File: src/rtl/core_pkg.sv
// Shared core definitions: datapath widths, ALU op codes and forwarding select encoding.
package core_pkg;

  localparam int unsigned XLEN   = 64;
  localparam int unsigned RWIDTH = 5;
  localparam int unsigned ALUCW  = 4;
  localparam int unsigned CNTW   = 32;

  localparam logic [ALUCW-1:0] ALUC_ADD  = 4'h0;
  localparam logic [ALUCW-1:0] ALUC_SUB  = 4'h1;
  localparam logic [ALUCW-1:0] ALUC_SLL  = 4'h2;
  localparam logic [ALUCW-1:0] ALUC_SLT  = 4'h3;
  localparam logic [ALUCW-1:0] ALUC_SLTU = 4'h4;
  localparam logic [ALUCW-1:0] ALUC_XOR  = 4'h5;
  localparam logic [ALUCW-1:0] ALUC_SRL  = 4'h6;
  localparam logic [ALUCW-1:0] ALUC_SRA  = 4'h7;
  localparam logic [ALUCW-1:0] ALUC_OR   = 4'h8;
  localparam logic [ALUCW-1:0] ALUC_AND  = 4'h9;
  localparam logic [ALUCW-1:0] ALUC_LUI  = 4'hA;
  localparam logic [ALUCW-1:0] ALUC_ADDW = 4'hB;
  localparam logic [ALUCW-1:0] ALUC_SUBW = 4'hC;
  localparam logic [ALUCW-1:0] ALUC_SLLW = 4'hD;
  localparam logic [ALUCW-1:0] ALUC_SRLW = 4'hE;
  localparam logic [ALUCW-1:0] ALUC_SRAW = 4'hF;

  typedef enum logic [1:0] {
    FWD_REG  = 2'd0,
    FWD_EALU = 2'd1,
    FWD_MALU = 2'd2,
    FWD_MMO  = 2'd3
  } fwd_sel_e;

endpackage

File: src/rtl/id_ex_stage_if.sv
// Decode/forwarding inputs and EX-stage outputs of the ID/EX register.
// ID_EX_PERF_CNT_EN adds the stall/flush event counters.
interface id_ex_stage_if;
  import core_pkg::*;

  logic              dvalid;
  logic [XLEN-1:0]   dpc, dqa, dqb, dimm;
  logic [RWIDTH-1:0] drs1, drs2, drd;
  logic              duse1, duse2;
  logic [ALUCW-1:0]  daluc;
  logic              dasel, dbsel, dwreg, dm2reg, dwmem;
  logic [XLEN-1:0]   ealur, malu, mmo;
  logic              mwreg, mm2reg;
  logic [RWIDTH-1:0] mrd;
  logic              eflush;
  logic              dstall;
  logic              evalid;
  logic [XLEN-1:0]   epc, ea, eb, estore, eimm;
  logic [RWIDTH-1:0] erd;
  logic [ALUCW-1:0]  ealuc;
  logic              ewreg, em2reg, ewmem;
`ifdef ID_EX_PERF_CNT_EN
  logic [CNTW-1:0]   stall_cnt, flush_cnt;
`endif

  modport master (
    output dvalid, dpc, dqa, dqb, dimm, drs1, drs2, drd, duse1, duse2, daluc,
           dasel, dbsel, dwreg, dm2reg, dwmem, ealur, malu, mmo, mwreg, mm2reg, mrd, eflush,
    input  dstall, evalid, epc, ea, eb, estore, eimm, erd, ealuc, ewreg, em2reg, ewmem
`ifdef ID_EX_PERF_CNT_EN
    , input stall_cnt, flush_cnt
`endif
  );

  modport slave (
    input  dvalid, dpc, dqa, dqb, dimm, drs1, drs2, drd, duse1, duse2, daluc,
           dasel, dbsel, dwreg, dm2reg, dwmem, ealur, malu, mmo, mwreg, mm2reg, mrd, eflush,
    output dstall, evalid, epc, ea, eb, estore, eimm, erd, ealuc, ewreg, em2reg, ewmem
`ifdef ID_EX_PERF_CNT_EN
    , output stall_cnt, flush_cnt
`endif
  );

endinterface

File: src/rtl/id_ex_stage_fwd_unit.sv
// Per-source forwarding select and load-use detection (purely combinational).
module fwd_unit
  import core_pkg::*;
(
  input  logic [RWIDTH-1:0] rs,
  input  logic              rs_used,
  input  logic              dvalid,
  input  logic              evalid,
  input  logic              ewreg,
  input  logic              em2reg,
  input  logic [RWIDTH-1:0] erd,
  input  logic              mwreg,
  input  logic              mm2reg,
  input  logic [RWIDTH-1:0] mrd,
  output fwd_sel_e          sel,
  output logic              luse
);

  // Youngest producer wins; x0 is never forwarded.
  always_comb begin
    sel  = FWD_REG;
    luse = 1'b0;
    if (rs != '0) begin
      if (evalid && ewreg && !em2reg && (erd == rs))
        sel = FWD_EALU;
      else if (mwreg && (mrd == rs))
        sel = mm2reg ? FWD_MMO : FWD_MALU;
      luse = dvalid && rs_used && evalid && ewreg && em2reg && (erd == rs);
    end
  end

endmodule

File: src/rtl/id_ex_stage.sv
// ID/EX pipeline register with EX/MEM forwarding, load-use bubble and flush squash.
// ID_EX_PERF_CNT_EN adds stall_cnt/flush_cnt event counters.
module id_ex_stage
  import core_pkg::*;
(
  input logic          clk,
  input logic          rst,
  id_ex_stage_if.slave bus
);

  fwd_sel_e        sel1, sel2;
  logic            luse1, luse2, luse;
  logic [XLEN-1:0] fwd1, fwd2;

  fwd_unit u_fwd1 (
    .rs(bus.drs1), .rs_used(bus.duse1), .dvalid(bus.dvalid),
    .evalid(bus.evalid), .ewreg(bus.ewreg), .em2reg(bus.em2reg), .erd(bus.erd),
    .mwreg(bus.mwreg), .mm2reg(bus.mm2reg), .mrd(bus.mrd),
    .sel(sel1), .luse(luse1)
  );

  fwd_unit u_fwd2 (
    .rs(bus.drs2), .rs_used(bus.duse2), .dvalid(bus.dvalid),
    .evalid(bus.evalid), .ewreg(bus.ewreg), .em2reg(bus.em2reg), .erd(bus.erd),
    .mwreg(bus.mwreg), .mm2reg(bus.mm2reg), .mrd(bus.mrd),
    .sel(sel2), .luse(luse2)
  );

  function automatic logic [XLEN-1:0] fwd_mux(input fwd_sel_e sel, input logic [RWIDTH-1:0] rs,
                                               input logic [XLEN-1:0] rf,
                                               input logic [XLEN-1:0] ealur,
                                               input logic [XLEN-1:0] malu,
                                               input logic [XLEN-1:0] mmo);
    case (sel)
      FWD_EALU: fwd_mux = ealur;
      FWD_MALU: fwd_mux = malu;
      FWD_MMO:  fwd_mux = mmo;
      default:  fwd_mux = (rs == '0) ? '0 : rf;
    endcase
  endfunction

  always_comb begin
    fwd1       = fwd_mux(sel1, bus.drs1, bus.dqa, bus.ealur, bus.malu, bus.mmo);
    fwd2       = fwd_mux(sel2, bus.drs2, bus.dqb, bus.ealur, bus.malu, bus.mmo);
    luse       = luse1 || luse2;
    bus.dstall = !rst && luse && !bus.eflush;
  end

  // Flush and load-use both insert a fully zeroed bubble.
  always_ff @(posedge clk) begin
    if (rst || bus.eflush || luse) begin
      bus.evalid <= 1'b0;
      bus.ewreg  <= 1'b0;
      bus.em2reg <= 1'b0;
      bus.ewmem  <= 1'b0;
      bus.epc    <= '0;
      bus.ea     <= '0;
      bus.eb     <= '0;
      bus.estore <= '0;
      bus.eimm   <= '0;
      bus.erd    <= '0;
      bus.ealuc  <= '0;
    end else begin
      bus.evalid <= bus.dvalid;
      bus.ewreg  <= bus.dvalid && bus.dwreg;
      bus.em2reg <= bus.dvalid && bus.dm2reg;
      bus.ewmem  <= bus.dvalid && bus.dwmem;
      bus.epc    <= bus.dpc;
      bus.ea     <= bus.dasel ? bus.dpc : fwd1;
      bus.eb     <= bus.dbsel ? bus.dimm : fwd2;
      bus.estore <= fwd2;
      bus.eimm   <= bus.dimm;
      bus.erd    <= bus.drd;
      bus.ealuc  <= bus.daluc;
    end
  end

`ifdef ID_EX_PERF_CNT_EN
  always_ff @(posedge clk) begin
    if (rst) begin
      bus.stall_cnt <= '0;
      bus.flush_cnt <= '0;
    end else begin
      if (luse && !bus.eflush) bus.stall_cnt <= bus.stall_cnt + CNTW'(1);
      if (bus.eflush)          bus.flush_cnt <= bus.flush_cnt + CNTW'(1);
    end
  end
`endif

endmodule

File: src/flat_wrapper.sv
// flat-port wrapper written by rule: the top's interface ports become plain ports
module id_ex_stage_flat import core_pkg::*;
  (clk, rst, bus_dvalid, bus_dpc, bus_dqa, bus_dqb, bus_dimm, bus_drs1, bus_drs2, bus_drd, bus_duse1, bus_duse2, bus_daluc, bus_dasel, bus_dbsel, bus_dwreg, bus_dm2reg, bus_dwmem, bus_ealur, bus_malu, bus_mmo, bus_mwreg, bus_mm2reg, bus_mrd, bus_eflush, bus_dstall, bus_evalid, bus_epc, bus_ea, bus_eb, bus_estore, bus_eimm, bus_erd, bus_ealuc, bus_ewreg, bus_em2reg, bus_ewmem);
  id_ex_stage_if bus_i ();
  input logic clk;
  input logic rst;
  input wire logic [$bits(bus_i.dvalid)-1:0] bus_dvalid;
  input wire logic [$bits(bus_i.dpc)-1:0] bus_dpc;
  input wire logic [$bits(bus_i.dqa)-1:0] bus_dqa;
  input wire logic [$bits(bus_i.dqb)-1:0] bus_dqb;
  input wire logic [$bits(bus_i.dimm)-1:0] bus_dimm;
  input wire logic [$bits(bus_i.drs1)-1:0] bus_drs1;
  input wire logic [$bits(bus_i.drs2)-1:0] bus_drs2;
  input wire logic [$bits(bus_i.drd)-1:0] bus_drd;
  input wire logic [$bits(bus_i.duse1)-1:0] bus_duse1;
  input wire logic [$bits(bus_i.duse2)-1:0] bus_duse2;
  input wire logic [$bits(bus_i.daluc)-1:0] bus_daluc;
  input wire logic [$bits(bus_i.dasel)-1:0] bus_dasel;
  input wire logic [$bits(bus_i.dbsel)-1:0] bus_dbsel;
  input wire logic [$bits(bus_i.dwreg)-1:0] bus_dwreg;
  input wire logic [$bits(bus_i.dm2reg)-1:0] bus_dm2reg;
  input wire logic [$bits(bus_i.dwmem)-1:0] bus_dwmem;
  input wire logic [$bits(bus_i.ealur)-1:0] bus_ealur;
  input wire logic [$bits(bus_i.malu)-1:0] bus_malu;
  input wire logic [$bits(bus_i.mmo)-1:0] bus_mmo;
  input wire logic [$bits(bus_i.mwreg)-1:0] bus_mwreg;
  input wire logic [$bits(bus_i.mm2reg)-1:0] bus_mm2reg;
  input wire logic [$bits(bus_i.mrd)-1:0] bus_mrd;
  input wire logic [$bits(bus_i.eflush)-1:0] bus_eflush;
  output wire logic [$bits(bus_i.dstall)-1:0] bus_dstall;
  output wire logic [$bits(bus_i.evalid)-1:0] bus_evalid;
  output wire logic [$bits(bus_i.epc)-1:0] bus_epc;
  output wire logic [$bits(bus_i.ea)-1:0] bus_ea;
  output wire logic [$bits(bus_i.eb)-1:0] bus_eb;
  output wire logic [$bits(bus_i.estore)-1:0] bus_estore;
  output wire logic [$bits(bus_i.eimm)-1:0] bus_eimm;
  output wire logic [$bits(bus_i.erd)-1:0] bus_erd;
  output wire logic [$bits(bus_i.ealuc)-1:0] bus_ealuc;
  output wire logic [$bits(bus_i.ewreg)-1:0] bus_ewreg;
  output wire logic [$bits(bus_i.em2reg)-1:0] bus_em2reg;
  output wire logic [$bits(bus_i.ewmem)-1:0] bus_ewmem;
  assign bus_i.dvalid = bus_dvalid;
  assign bus_i.dpc = bus_dpc;
  assign bus_i.dqa = bus_dqa;
  assign bus_i.dqb = bus_dqb;
  assign bus_i.dimm = bus_dimm;
  assign bus_i.drs1 = bus_drs1;
  assign bus_i.drs2 = bus_drs2;
  assign bus_i.drd = bus_drd;
  assign bus_i.duse1 = bus_duse1;
  assign bus_i.duse2 = bus_duse2;
  assign bus_i.daluc = bus_daluc;
  assign bus_i.dasel = bus_dasel;
  assign bus_i.dbsel = bus_dbsel;
  assign bus_i.dwreg = bus_dwreg;
  assign bus_i.dm2reg = bus_dm2reg;
  assign bus_i.dwmem = bus_dwmem;
  assign bus_i.ealur = bus_ealur;
  assign bus_i.malu = bus_malu;
  assign bus_i.mmo = bus_mmo;
  assign bus_i.mwreg = bus_mwreg;
  assign bus_i.mm2reg = bus_mm2reg;
  assign bus_i.mrd = bus_mrd;
  assign bus_i.eflush = bus_eflush;
  assign bus_dstall = bus_i.dstall;
  assign bus_evalid = bus_i.evalid;
  assign bus_epc = bus_i.epc;
  assign bus_ea = bus_i.ea;
  assign bus_eb = bus_i.eb;
  assign bus_estore = bus_i.estore;
  assign bus_eimm = bus_i.eimm;
  assign bus_erd = bus_i.erd;
  assign bus_ealuc = bus_i.ealuc;
  assign bus_ewreg = bus_i.ewreg;
  assign bus_em2reg = bus_i.em2reg;
  assign bus_ewmem = bus_i.ewmem;
  id_ex_stage u_core (.clk(clk), .rst(rst), .bus(bus_i));
endmodule
File: config.mk
export PLATFORM = sky130hd
export DESIGN_NAME = id_ex_stage_flat
export DESIGN_NICKNAME = d
export VERILOG_FILES = /design/src/rtl/core_pkg.sv /design/src/rtl/id_ex_stage_if.sv /design/src/rtl/id_ex_stage_fwd_unit.sv /design/src/rtl/id_ex_stage.sv /design/src/flat_wrapper.sv
export SDC_FILE = /design/constraint.sdc
export NUM_CORES = 1
export LEC_CHECK = 0
export ABC_AREA = 1
export CORE_AREA = 5 5 312 314
export CTS_BUF_LIST = sky130_fd_sc_hd__clkbuf_16
export CTS_CLUSTER_DIAMETER = 40
export DETAILED_ROUTE_END_ITERATION = 7
export DIE_AREA = 0 0 317 319
export DONT_BUFFER_PORTS = 1
export PLACE_DENSITY_LB_ADDON = 0.15
export SKIP_LAST_GASP = 1
export SLEW_MARGIN = 20
export SYNTH_ARGS = -nofsm -noshare
export SYNTH_HDL_FRONTEND = slang
export SYNTH_HIERARCHICAL = 1
export SYNTH_SLANG_ARGS = --single-unit
File: constraint.sdc
create_clock -name clk -period 2.6 [get_ports clk]
set_input_delay 0.78 -clock clk [delete_from_list [all_inputs] [get_ports clk]]
set_output_delay 0.78 -clock clk [all_outputs]
set_load 0.02 [all_outputs]
### Word-level counts from Yosys, hierarchy flattened

Index checks and enable logic that the tools add are counted.

* flip-flop bits (word level): 333
* bits in read-only memories: 0
* output and inout bits: 334
* latch bits: 0
* memories: 0
* input port bits: 485
* RAM bits: 0

* multiply operators: 0
* mux-type cells: 15
* add/subtract/negate cells: 0
* magnitude comparators: 0
* bitwise operators: 0
* equality and inequality tests: 10
* divide/modulo/power cells: 0
* shift operators: 0
* reductions and logical operators: 31

Operators with widths (number)
* 64-bit one-hot mux with 3 select lines: 2
* 64-bit 2-to-1 mux: 4
* 1-bit logical AND: 21
* 5-bit == test: 4
* 2-bit 2-to-1 mux: 6
* 5-bit zero test: 2
* 5-bit nonzero test: 2
* 2-bit == test, second input constant: 4
* 2-bit by 1-bit == test with 1-bit output, second input constant: 2
* 1-bit zero test: 3
* 1-bit logical OR: 3
* 1-bit 2-to-1 mux: 3

### Longest topological paths before layout

Gate-level depths: netlist of the first run.

* word-level depth: 9
* gate-level depth with buffers: 17

### Cells and area by module

Netlist of the first run, hierarchy kept.

By module, submodules not included
* id_ex_stage: times used 1, cells an instance 2207, area an instance 14650.3 um2
* fwd_unit: times used 2, cells an instance 60, area an instance 315.3 um2

### Least setup slack after synthesis of the first run

OpenSTA, ideal clock, no wires.

* path type: input to output
* from: input port bus_drs2[1]
* to: output port bus_dstall
* data arrival time: 1.758 ns
* slack: 0.062 ns
* stages on the path: 7
* path buffers: 0
* path through: inv_2 -> nand2_1 -> a21oi_2 -> nand3_2 -> nor3_2 -> nor2_1 -> nor3_1

* cells in the longest elaborated chain, start to end: 6
* elaborated cells between the ends (all ways): 7
* classes of those cells: eq/ne (1); mux (1); reduce/logical (5)

Ends and longest elaborated chain
* start: declaration: RTL line flat_wrapper.sv:13 `input wire logic [$bits(bus_i.drs2)-1:0] bus_drs2;`
* 5-bit == test: RTL line id_ex_stage_fwd_unit.sv:28 `luse = dvalid && rs_used && evalid && ewreg && em2reg && (erd == rs);`
* 1-bit logical AND: RTL line id_ex_stage_fwd_unit.sv:28
* 1-bit 2-to-1 mux *: RTL line id_ex_stage_fwd_unit.sv:23 `if (rs != '0) begin`
* net u_core.luse2: RTL line id_ex_stage.sv:12 `logic luse1, luse2, luse;`
* 1-bit logical OR *: RTL line id_ex_stage.sv:45 `luse = luse1 || luse2;`
* 1-bit logical AND * (2 in a row): RTL line id_ex_stage.sv:46 `bus.dstall = !rst && luse && !bus.eflush;`
* end: declaration: RTL line flat_wrapper.sv:30 `output wire logic [$bits(bus_i.dstall)-1:0] bus_dstall;`

Mark *: on every way through the listed nets, which the timed path passes. The rest lies on a longest branch.

### Worst setup path after layout of the first run

* from: register u_core.bus.erd[3]
* to: output port bus_dstall

* cells in the longest elaborated chain, start to end: 6
* elaborated cells between the ends (all ways): 9
* classes of those cells: eq/ne (2); mux (2); reduce/logical (5)

Ends and longest elaborated chain
* start: declaration: RTL line id_ex_stage_if.sv:38 `output dstall, evalid, epc, ea, eb, estore, eimm, erd, ealuc, ewreg, em2reg, ewmem`
* start signal: assignment: RTL line id_ex_stage.sv:73 `bus.erd <= bus.drd;`
* 5-bit == test: RTL line id_ex_stage_fwd_unit.sv:28
* 1-bit logical AND: RTL line id_ex_stage_fwd_unit.sv:28
* 1-bit 2-to-1 mux: RTL line id_ex_stage_fwd_unit.sv:23
* net u_core.luse1: RTL line id_ex_stage.sv:12
* 1-bit logical OR: RTL line id_ex_stage.sv:45
* 1-bit logical AND (2 in a row): RTL line id_ex_stage.sv:46

The timed path passes the listed nets, and every way through them passes these cells.

==> impl_metrics.toml, run 1 <==
[outcome]
status = "complete, but fails checks"
violations = "setup timing"

[worst_hold_path]
hold_class = "input port to register"

[final_layout]
finalInstanceArea_um2 = 20100
drive_above_1_share_pct = 13.1
nets = 2878
area.growth.synth_to_final_pct = 31.8
nFillCells = 10719

[sta]
min_period_ns = 2.72
period_share_pct = 105
rsz0062_at_grt = "yes"
timing.final.hold_violations = 0
maxSlewViolCount = 0
max_freq_mhz = 368
setup_ws_ns = -0.119
setup_violations = 1
worst_pin_slew_ns = 0.477
relSlewSlack_pct = 68.2
fin_skew_ns = 0.0219
fin_tns_setup_ns = -0.119

[floorplanning]
io_pins = 819
start_util_pct = 16.2
core_region_area_um2 = 94300
die_h_um = 319
row_count = 113
die_w_um = 317
die-area_um2 = 101000

[yosys]
ys_top_cells_by_area = "dfxtp_1 44%, nand3_1 14%, nand2_1 13%"
yosys.area.top_type = "dfxtp_1"
synth_edf_count = 0
yosysWarnings = 6
synth_cell_type_count = 27
syn-num-nets = 2812
avgSynthCellArea_um2 = 6.57
ys_seq_elements = 333
synth_top_cell_area_share_pct = 43.6
syn_inst = 2327
ys_seq_area_share_pct = 43.6
syn_area_um2 = 15300
ys.flop_type = "dfxtp_1"
async_flop_share_pct = 0

[worst_setup_path]
slowest_stage = "dfxtp_4"
worst_r2r_startpoint = "u_core/bus.erd[3]"
required_ns = 1.82
crit_path_start_kind = "register"
crit_start = "u_core/bus.erd[3]"
endpoint = "bus_dstall"
end_kind = "primary output"
critPathBufInv = 2
r2r_setup_slack_ns = 0.19
crit_arrival_ns = 1.94
cp.depth = 9
max_stage_delay_ns = 0.36
crit_fanout = 5
r2r_end = "u_core/bus.ea[35]"
rr_worst_depth = 15
critPathKind = "register to primary output"
critPathTopFamily = "simple AND/OR/NAND/NOR gates"
path_cells = "buf_4 > nand2_2 > nand2_2 > nor2_2 > nand3_2 > nor3_4 > nor2_4 > nor3_2 > buf_4"

[cts]
cts_sinks = 333
cts_buffers = 67
clk_pin_slew_worst_paths_ns = 0.05
htree_num_levels = 3
cts_tree = "done"
cts_buffer_depth = 3
cts_hold_buffers = 0
cts-root-buf = "clkbuf_16"
clk_latency_ns = 0.61

[route]
wire_per_inst_um = 23.0
viasPerCell = 4.21
drc_errors = 0
drtIter0Drc = 1224
vias = 15659
drtAntennaViolNets = 0
first_pass_iters = 6
routed_wl_um = 85400

[placement]
dp_slack_ns = -0.227
place.gp.congestion = 0.875
port_buffers = 0
dp_hpwl_um = 67000
place_area_um2 = 17800

[job]
maxCapViolations = 0

[pwr]
leakage_nw = 10.0
vdd_drop_max_mv = 0.448
total_power_mw = 15.3
p_per_area_nw_per_um2 = 761

[global_route]
antenna_found_initial = 6
grt_max_degree = 66
grt_overflow = 0
grt_pass1_wl_um = 118000
grt.total_usage_pct = 16.0
grt_pass1_vias = 16002
==> flip-flops by register name, indices dropped and copies added, names as in the netlist, 4 cells and up <==
register           count
u_core/bus.estore     64
u_core/bus.erd         5
u_core/bus.epc        64
u_core/bus.eb         64
u_core/bus.eimm       64
u_core/bus.ea         64
u_core/bus.ealuc       4
==> cell usage after synthesis (11+ instances only) <==
| cell | instances |
|---|---|
| clkbuf_1 | 54 |
| nand3_1 | 442 |
| nand2_1 | 513 |
| inv_2 | 11 |
| a21oi_1 | 128 |
| o21ai_0 | 52 |
| o22ai_1 | 12 |
| dfxtp_1 | 333 |
| nor2_2 | 14 |
| inv_1 | 326 |
| buf_2 | 86 |
| nor2_1 | 305 |
==> worst min path at each step <==
stage / slack, ns / to / depth (start not counted) / startpoint
global placement: 0.90 / u_core/bus.ealuc[3] / 2 / bus_daluc[3]
global route: 0.23 / u_core/bus.erd[0] / 2 / bus_drd[0]
detailed placement: 0.90 / u_core/bus.evalid / 2 / bus_dvalid
floorplan: 0.89 / u_core/bus.ealuc[0] / 2 / bus_daluc[0]
CTS: 0.20 / u_core/bus.erd[0] / 2 / bus_drd[0]
finish: 0.28 / u_core/bus.erd[0] / 2 / bus_drd[0]
==> stage by stage <==
stage / instances / hold slack [ns] / util [%]
2_1_floorplan: 2327 / 0.892 / -
6_report: 3716 / 0.277 / 21.4
5_1_grt: 3711 / 0.235 / 21.3
3_5_place_dp: 3583 / 0.900 / 18.9
4_1_cts: 3709 / 0.200 / 21.3
3_3_place_gp: 3583 / 0.898 / 18.9
==> cell families (layout without fill, tap and decap cells) <==
logic type	Yosys count	count (layout)	synth area share (%)
AO/OA/AOI/OAI	194	194	6.50
AND/OR/NAND/NOR	1302	1302	36.6
XOR/XNOR	8	8	0.459
buffers and inverters	490	608	12.8
other	0	6	0
flip-flops	333	333	43.6
==> layer usage <==
layer  vias to the layer above  GRT usage [%]  wire length [um]
met2                       801           28.1             42100
li1                       7403              -                 -
met3                       150           6.14              8700
met1                      7301           17.6             31900
met5                         -              0                34
met4                         4           5.42              2770
==> timing repair <==
item / in CTS / in global routing
pin swaps: 4 / 5
setup endpoints to repair: 1 / 2
endpoints found under the hold margin: 0 / 0
setup buffers: 6 / 1
gates resized for setup: 12 / 3
==> final cells by class <==
type                       instances  area (um2)  area share (%)
antenna                            6        15.0          0.0746
clock buffer                      70        1750            8.70
clock inverter                    51         477            2.37
inverter                         338        1280            6.34
multi-input combinational       1504        6750            33.5
sequential                       333        6680            33.2
tap                             1265        1580            7.86
timing repair buffer             149        1610            8.00
==> layout by cell type, fill, tap and decap left out, types with 2 or more instances in the layout <==
cell        netlist  layout
nor3_4            0       2
a21oi_2           2       2
a21oi_1         128     128
nand2_2           7       8
clkbuf_16         0      70
nand2_1         513     508
nand3_1         442     440
xnor2_1           6       6
o22ai_1          12      12
bufinv_16         0       4
nand3b_1          2       2
clkinv_2          0      12
nand4_2           2       2
clkinv_4          0       4
nor2_4            0       5
inv_6             0      15
dfxtp_4           0       3
buf_4             0     109
xor2_1            2       2
nand3_2           6       7
o21ai_0          52      52
diode_2           0       6
inv_2            11       8
or2_1             2       2
nand4_1           4       4
nand2_4           0       4
nor2_1          305     304
dfxtp_1         333     329
clkinvlp_4        0       6
nor2_2           14      10
or2_0             2       2
buf_12            0      39
inv_1           326     329
inv_8             0       2
clkinv_8          0       3
clkinv_1          1       5
==> where the power goes <==
part / switching, mW / internal, mW
Clock: 3.15 / 5.37
Sequential: 0.437 / 5.36
Combinational: 0.646 / 0.360
Note: power is estimated with default switching activity, not from simulation.
==> run 2, diff against run 1 <==
--- a/config.mk
+++ b/config.mk
@@ -6,6 +6,7 @@
 export NUM_CORES = 1
 export LEC_CHECK = 0
 export ABC_AREA = 1
+export CAP_MARGIN = 20
 export CORE_AREA = 5 5 312 314
 export CTS_BUF_LIST = sky130_fd_sc_hd__clkbuf_16
 export CTS_CLUSTER_DIAMETER = 40
==> results of run 2 <==
Final layout, timing and power as in run 1 (identical DEF).
==> run 3, diff against run 2 <==
--- a/config.mk
+++ b/config.mk
@@ -13,7 +13,6 @@
 export DETAILED_ROUTE_END_ITERATION = 7
 export DIE_AREA = 0 0 317 319
 export DONT_BUFFER_PORTS = 1
-export PLACE_DENSITY_LB_ADDON = 0.15
 export SKIP_LAST_GASP = 1
 export SLEW_MARGIN = 20
 export SYNTH_ARGS = -nofsm -noshare
==> constraint.sdc (replaced) <==
create_clock -name clk -period 3.5 [get_ports clk]
set_input_delay 1.05 -clock clk [delete_from_list [all_inputs] [get_ports clk]]
set_output_delay 1.05 -clock clk [all_outputs]
set_load 0.02 [all_outputs]
==> impl_metrics.toml, run 3 (synthesized netlist as in run 1, its figures left out) <==
[cts]
cts_tree = "done"
cts_hold_buffers = 0
cts_sinks = 333
clk_latency_ns = 0.62
ctsResizeCount = 0
cts_buffer_depth = 3
post_cts_buffers = 0
cts-root-buf = "clkbuf_16"
cts_buffers = 53
htree_num_levels = 2
clk_pin_slew_worst_paths_ns = 0.06

[floorplanning]
die_h_um = 319
die_w_um = 317
start_util_pct = 16.2
row_count = 113
die-area_um2 = 101000
io_pins = 819
core_region_area_um2 = 94300

[worst_setup_path]
crit_fanout = 5
path_cells = "inv_1 > nand2_1 > nand2_2 > nor2_2 > nand3_2 > nor3_2 > nor2_1 > nor3_1 > buf_4"
end_kind = "primary output"
rr_worst_depth = 10
worst_r2r_startpoint = "u_core/bus.erd[4]"
r2r_end = "u_core/bus.ea[31]"
slowest_stage = "dfxtp_1"
crit_arrival_ns = 2.29
crit_path_start_kind = "register"
required_ns = 2.45
critPathKind = "register to primary output"
crit_start = "u_core/bus.erd[3]"
critPathTopFamily = "simple AND/OR/NAND/NOR gates"
r2r_setup_slack_ns = 0.78
critPathBufInv = 2
max_stage_delay_ns = 0.59

[sta]
maxSlewViolCount = 0
worst_pin_slew_ns = 0.829
holdWs_ns = 0.547
relSlewSlack_pct = 44.8
min_period_ns = 3.34
fin_tns_setup_ns = 0
timing.final.hold_violations = 0
setup_ws_ns = 0.158
max_freq_mhz = 299
fin_skew_ns = 0.0171
setup_violations = 0
period_share_pct = 95.5
rsz0062_at_grt = "no"

[pwr]
total_power_mw = 10.5
p_comb_share_pct = 6.6
sw_frac_of_total_pct = 28.2
internal_power_mw = 7.53
leakage_nw = 9.28
seqPwrFrac_pct = 41.0
vdd_drop_max_mv = 0.366
p_sw_mw = 2.96
p_per_area_nw_per_um2 = 558
pwr-share-clk_pct = 52.5

[worst_hold_path]
hold_end = "u_core/bus.erd[2]"
hold_class = "input port to register"
holdCritStartpoint = "bus_drd[2]"
min_path_cells = 2

[final_layout]
nets = 2772
area.growth.synth_to_final_pct = 23.1
post-route-util_pct = 19.9
finalInstanceArea_um2 = 18800
layout_commonest_cell = "nand2_1"
final_cell_count_no_fill = 3603
final_cell_mix = "509 x nand2_1, 441 x nand3_1, 332 x dfxtp_1"
drive_above_1_share_pct = 8.49

[placement]
dp_slack_ns = 0.209
dp_hpwl_um = 69900
place.gp.congestion = 0.940
port_buffers = 0
placed_cells = 3497
place_area_um2 = 16900

[global_route]
grt.total_usage_pct = 16.3
grt_pass1_wl_um = 118000
antenna_found_initial = 11
grt_pass1_vias = 14884
grt_overflow = 0
grt_max_degree = 122

[route]
drtIter0Drc = 1814
drc_errors = 0
wire_per_inst_um = 24.5
first_pass_iters = 5
vias = 15632
routed_wl_um = 88200
drtAntennaViolNets = 0
viasPerCell = 4.34

[job]
maxCapViolations = 0

[outcome]
status = "completed"
run 3: area by class of cell:
type / count / area, um2
Fill cell: 10698 / 75500
Multi-Input combinational cell: 1504 / 6720
Sequential cell: 333 / 6670
Tap cell: 1265 / 1580
Clock buffer: 54 / 1350
Inverter: 338 / 1280
Timing Repair Buffer: 57 / 666
Clock inverter: 45 / 527
Antenna cell: 7 / 17.5
run 3: routing by layer:
| metal | wire length (um) | vias to the layer above | share of wire (%) | track usage [%] |
|---|---|---|---|---|
| li1 | - | 7183 | - | - |
| met1 | 32600 | 7256 | 37 | 19.1 |
| met2 | 41200 | 1057 | 47 | 27.1 |
| met3 | 11700 | 132 | 13 | 6.78 |
| met4 | 2720 | 4 | 3.1 | 5.09 |
| met5 | 23 | - | 0.026 | 0 |
run 3: power by group through the flow:
stage                     registers [mW]  logic, mW  clock network [mW]
final                               4.30      0.689                5.51
after CTS                           4.30      0.685                5.60
after floorplan                     4.32      0.475                   0
after detailed placement            4.38      0.681                   0
after global placement              4.39      0.680                   0
after global routing                4.31      0.763                5.81
run 3: worst max path at each step:
stage / end / slack (ns) / depth (start not counted)
finish: bus_dstall / 0.16 / 9
global route: bus_dstall / 0.01 / 9
CTS: bus_dstall / 0.04 / 9
detailed placement: u_core/bus.ea[31] / 0.21 / 10
global placement: u_core/bus.ea[31] / 0.18 / 12
floorplan: bus_dstall / 0.42 / 7
